--- src/rtl/bank_pkg.sv ---
// Shared sizing for the bank queue controller and the round-robin grant picker.
package bank_pkg;
  localparam int                CNT_W    = 3;
  localparam logic [CNT_W-1:0]  MAX_CNT  = 3'd7;
  localparam int                N_TELLER = 2;
  localparam int                DEB_CYC  = 4;
  localparam int                PTR_W    = (N_TELLER > 1) ? $clog2(N_TELLER) : 1;

  // First pending teller at or after ptr, wrapping; zero when nothing is pending.
  function automatic logic [N_TELLER-1:0] next_rr(input logic [PTR_W-1:0]    ptr,
                                                  input logic [N_TELLER-1:0] pending);
    logic [N_TELLER-1:0] gnt;
    logic                found;
    int                  idx;
    gnt   = '0;
    found = 1'b0;
    for (int k = 0; k < N_TELLER; k++) begin
      idx = (int'(ptr) + k) % N_TELLER;
      if (!found && pending[idx]) begin
        gnt[idx] = 1'b1;
        found    = 1'b1;
      end
    end
    return gnt;
  endfunction
endpackage

--- src/rtl/debounce_edge.sv ---
// Level debouncer: the output follows the raw input only after DEB_CYC agreeing
// samples in a row; rise_o pulses for one cycle when the debounced level goes high.
module debounce_edge #(
  parameter int DEB_CYC = 4
) (
  input  logic clk,
  input  logic reset,
  input  logic raw_i,
  output logic level_o,
  output logic rise_o
);
  localparam int            CW     = $clog2(DEB_CYC);
  localparam logic [CW-1:0] RELOAD = CW'(DEB_CYC - 1);

  logic [CW-1:0] cnt_q, cnt_d;
  logic          level_q, level_d;
  logic          rise_q, rise_d;

  // Down-counter runs only while the raw input disagrees with the debounced level.
  always_comb begin
    cnt_d   = RELOAD;
    level_d = level_q;
    rise_d  = 1'b0;
    if (raw_i != level_q) begin
      if (cnt_q == '0) begin
        level_d = raw_i;
        rise_d  = raw_i;
      end else begin
        cnt_d = cnt_q - 1'b1;
      end
    end
  end

  always_ff @(posedge clk) begin
    if (reset) begin
      cnt_q   <= RELOAD;
      level_q <= 1'b0;
      rise_q  <= 1'b0;
    end else begin
      cnt_q   <= cnt_d;
      level_q <= level_d;
      rise_q  <= rise_d;
    end
  end

  assign level_o = level_q;
  assign rise_o  = rise_q;
endmodule

--- src/rtl/bank_queue_ctrl.sv ---
// Waiting-line controller: debounced arrivals fill a saturating count, debounced
// teller requests are served round-robin while customers are waiting.
module bank_queue_ctrl
  import bank_pkg::*;
(
  input  logic                clk,
  input  logic                reset,
  input  logic                arrive_in,
  input  logic [N_TELLER-1:0] teller_req,
  output logic [CNT_W-1:0]    count,
  output logic                full,
  output logic                empty,
  output logic [N_TELLER-1:0] grant,
  output logic                reject,
  output logic [7:0]          served_total
);
  logic                arrive_evt;
  logic [N_TELLER-1:0] teller_evt;
  logic [N_TELLER:0]   lvl_unused;

  debounce_edge #(.DEB_CYC(DEB_CYC)) u_deb_arrive (
    .clk    (clk),
    .reset  (reset),
    .raw_i  (arrive_in),
    .level_o(lvl_unused[0]),
    .rise_o (arrive_evt)
  );

  for (genvar i = 0; i < N_TELLER; i++) begin : g_teller
    debounce_edge #(.DEB_CYC(DEB_CYC)) u_deb_teller (
      .clk    (clk),
      .reset  (reset),
      .raw_i  (teller_req[i]),
      .level_o(lvl_unused[i+1]),
      .rise_o (teller_evt[i])
    );
  end

  logic [CNT_W-1:0]    count_q, count_d;
  logic                full_q, full_d, empty_q, empty_d;
  logic [N_TELLER-1:0] grant_q, grant_d;
  logic [N_TELLER-1:0] pending_q, pending_d;
  logic [PTR_W-1:0]    ptr_q, ptr_d;
  logic                reject_q, reject_d;
  logic [7:0]          served_q, served_d;
  logic                any_grant;

  // Grant uses the pre-update count, so a fresh arrival at zero is served next cycle.
  always_comb begin
    grant_d = '0;
    if (count_q != '0) grant_d = next_rr(ptr_q, pending_q);
    any_grant = |grant_d;

    pending_d = (pending_q | teller_evt) & ~grant_d;

    ptr_d = ptr_q;
    for (int i = 0; i < N_TELLER; i++) begin
      if (grant_d[i]) ptr_d = PTR_W'((i + 1) % N_TELLER);
    end

    count_d  = count_q;
    reject_d = 1'b0;
    case ({arrive_evt, any_grant})
      2'b10: begin
        if (count_q < MAX_CNT) count_d = count_q + 1'b1;
        else                   reject_d = 1'b1;
      end
      2'b01:   count_d = count_q - 1'b1;
      default: count_d = count_q;
    endcase

    full_d   = (count_d == MAX_CNT);
    empty_d  = (count_d == '0);
    served_d = served_q + {7'd0, any_grant};
  end

  always_ff @(posedge clk) begin
    if (reset) begin
      count_q   <= '0;
      full_q    <= 1'b0;
      empty_q   <= 1'b1;
      grant_q   <= '0;
      pending_q <= '0;
      ptr_q     <= '0;
      reject_q  <= 1'b0;
      served_q  <= '0;
    end else begin
      count_q   <= count_d;
      full_q    <= full_d;
      empty_q   <= empty_d;
      grant_q   <= grant_d;
      pending_q <= pending_d;
      ptr_q     <= ptr_d;
      reject_q  <= reject_d;
      served_q  <= served_d;
    end
  end

  assign count        = count_q;
  assign full         = full_q;
  assign empty        = empty_q;
  assign grant        = grant_q;
  assign reject       = reject_q;
  assign served_total = served_q;
endmodule

--- config.mk ---
export PLATFORM = sky130hd
export DESIGN_NAME = bank_queue_ctrl
export DESIGN_NICKNAME = d
export VERILOG_FILES = /design/src/rtl/bank_pkg.sv /design/src/rtl/debounce_edge.sv /design/src/rtl/bank_queue_ctrl.sv
export SDC_FILE = /design/constraint.sdc
export NUM_CORES = 1
export LEC_CHECK = 0
export ABC_AREA = 1
export BUFFER_PORTS_ARGS = -buffer_cell sky130_fd_sc_hd__buf_4
export CAP_MARGIN = 0
export CORE_MARGIN = 4
export CORE_UTILIZATION = 58
export CTS_CLUSTER_SIZE = 16
export DETAILED_ROUTE_END_ITERATION = 12
export PLACE_DENSITY = 0.81
export SETUP_SLACK_MARGIN = 0.05
export SLEW_MARGIN = 0
export SYNTH_ARGS = -nofsm -noshare
export SYNTH_HDL_FRONTEND = slang
export SYNTH_SLANG_ARGS = --single-unit
--- constraint.sdc ---
create_clock -name clk -period 4.9 [get_ports clk]
set_input_delay 0.49 -clock clk [delete_from_list [all_inputs] [get_ports clk]]
set_output_delay 0.49 -clock clk [all_outputs]
set_load 0.02 [all_outputs]
==> impl_metrics.ini <==
[floorplanning]
start_util = 0.638
core_area_mm2 = 0.00206
ioPinCount = 21
die_height_um = 55.6
die_area_mm2 = 0.00309
dieWidth_um = 55.6
rows = 16

[synthesis]
syn_nets = 183
syn_area_mm2 = 0.00132
seq_area_frac_synth = 0.472
ys_types = 20
synth_area_leaders = dfxtp_1 47%, ha_1 10%, nand2_1 10%
async_flop_share = 0
synth_flop_cell = dfxtp_1
synth_edf_count = 0
synth_seq_cells = 31
ys_warn_count = 0
yosys.area.top_type = dfxtp_1
synth.top_cell.area_share = 0.472
syn_inst = 167
avgSynthCellArea_um2 = 7.87

[critical_path]
slowest_delay_ns = 0.46
reg2reg_from = count[0]
cp_max_fo = 5
ff2ff_setup_slack_ns = 2.84
path_cells = inv_1, ha_1, nand2_1, nand3_1, nand2_1, ha_1, inv_1, o21ai_0, nand2_1, nand3_2, inv_2, nand3_1, nor2_1
ff2ff_path_depth = 13
path_class = flip-flop to flip-flop
cpMaxStageDelayCell = dfxtp_1
crit_top_cell = nand2_1
end_kind = flip-flop
critPathCapture = full
critPathLaunch = count[0]
crit_arrival_ns = 2.33
start_kind = flip-flop
rr_endpoint = full
required_ns = 5.17

[layout]
fillCellCount = 144
syn_to_final_growth_pct = 19.4
nets = 208
final_common_cell = nand2_1
antenna_cells = 0
final_cell_mix = 35 x nand2_1, 31 x dfxtp_1, 27 x inv_1
drive_above_1_share = 0.181

[timing]
finalSetupTns_ns = 0
worst_pin_slew_ns = 0.261
drv_slew = 0
skew_ns = 0.00371
slew_headroom = 0.826
setup-violations-final = 0
period_needed_ns = 2.06
fmax_ghz = 0.485
timing.final.crit_share = 0.421
rsz0062_at_grt = false
finalHoldViolations = 0
layout_setup_ws_ns = 2.84

[clock_tree]
numCtsBuffers = 5
hold_buffers = 0
clkLatencyLatePin_ns = 0.32
cts_buffer_depth = 2
htreeDepth = 2
cts_root_buf = clkbuf_4
cts_tree = done
post_cts_buffers = 0
cts_resized = 0
cts.clk_slew.worst_paths_ns = 0.09
clock_sink_count = 31

[pwr]
internal-power_uw = 381
ir_worst_vdd_v = 0.000228
switching_share = 0.201
seqPwrFrac = 0.538
power.density_mw_per_mm2 = 303
p_sw_uw = 95.5
clockPowerShare = 0.433
leakagePower_nw = 0.782
p_comb_frac = 0.029

[routing]
vias = 1097
detail-route-antenna-nets = 0
drc = 0
viasPerCell = 4.99
dr.pass1.iters = 4
wl_mm = 2.36
initialDrtViolationCount = 34
wl_per_cell_um = 10.7

[run]
drv_cap = 0

[min_path]
hold_path_class = flip-flop to flip-flop
min_from = g_teller[1].u_deb_teller.cnt_q[0]

[grt]
grt_first_pass_wirelength_mm = 3.93
grt_usage = 0.164
antenna_found_initial = 0
grt_pass1_vias = 964
grt_max_degree = 18
overflow = 0

[placement]
pre_cts_ws_ns = 2.88
dp_hpwl_mm = 1.80
gp_congestion = 0.727
port_buffers = 20

[outcome]
status = complete, no violations
[logic make-up after synthesis]
family / Yosys count / share of synthesized area
XOR/XNOR: 3 / 0.0200
flip-flops: 31 / 0.472
buffers and inverters: 31 / 0.0942
AO/OA/AOI/OAI: 17 / 0.0666
adder cells (fa/ha/maj): 11 / 0.105
AND/OR/NAND/NOR: 74 / 0.243
[cells in the mapped netlist, types with 2 or more instances]
master,number
a21oi_1,10
inv_1,27
nand2_1,35
nand3_1,8
nor3_1,3
nand3_2,2
nor2_1,22
inv_2,2
xor2_1,2
dfxtp_1,31
ha_1,11
o21ai_0,6
[metrics by stage]
step	hold WS [ns]	instance area (um^2)	total power, mW	utilization	instances
finish	0.400	1570	0.476	0.762	220
CTS	0.399	1570	0.480	0.762	220
global route	0.406	1570	0.497	0.762	220
global placement	0.372	1480	0.275	0.720	212
detailed placement	0.376	1480	0.276	0.720	212
floorplan	0.365	1320	0.271	-	167
[cell type report]
cell class	instances	area [um^2]	share of cell area
inverter	29	109	0.0693
multi-input combinational	105	571	0.363
clock inverter	2	35.0	0.0223
timing repair buffer	20	150	0.0956
tap	27	33.8	0.0215
sequential	31	621	0.395
clock buffer	6	51.3	0.0327
[worst min-delay path by stage]
stage / cells after the start / slack, ns / to
detailed placement: 1 / 0.38 / g_teller[1].u_deb_teller.cnt_q[0]
floorplan: 1 / 0.37 / g_teller[1].u_deb_teller.cnt_q[0]
global route: 3 / 0.41 / u_deb_arrive.rise_o
finish: 1 / 0.40 / g_teller[1].u_deb_teller.cnt_q[0]
CTS: 1 / 0.40 / g_teller[1].u_deb_teller.cnt_q[0]
global placement: 1 / 0.37 / u_deb_arrive.cnt_q[0]
[state kept, by name (all words and copies together), names as in the netlist]
| register | cells |
|---|---|
| full | 1 |
| served_total | 8 |
| count | 3 |
| u_deb_arrive.cnt_q | 2 |
| empty | 1 |
| g_teller.u_deb_teller.level_o | 2 |
| reject | 1 |
| g_teller.u_deb_teller.rise_o | 2 |
| u_deb_arrive.level_o | 1 |
| pending_q | 2 |
| grant | 2 |
| ptr_q | 1 |
| g_teller.u_deb_teller.cnt_q | 4 |
| u_deb_arrive.rise_o | 1 |
[worst max-delay path: cells and delay by family, from the launching register on]
family / cells / cell delay [ns]
simple gates: 7 / 0.66
fa+ha+maj: 2 / 0.49
flops: 1 / 0.46
buf+inv: 3 / 0.30
compound gates: 1 / 0.09
[metal layers]
metal	GRT usage	wire length, um	vias up
met5	0	0	-
met4	0.0694	41	0
met3	0.0742	164	7
met2	0.275	1160	27
met1	0.176	998	500
li1	-	-	563
[power groups by stage]
stage          Sequential (mW)  Clock (mW)  Combinational [mW]
2_1_floorplan            0.262           0             0.00970
3_3_place_gp             0.262           0              0.0133
3_5_place_dp             0.262           0              0.0140
4_1_cts                  0.256       0.210              0.0141
5_1_grt                  0.256       0.224              0.0164
6_report                 0.256       0.206              0.0139
(Power assumes the default switching activity.)
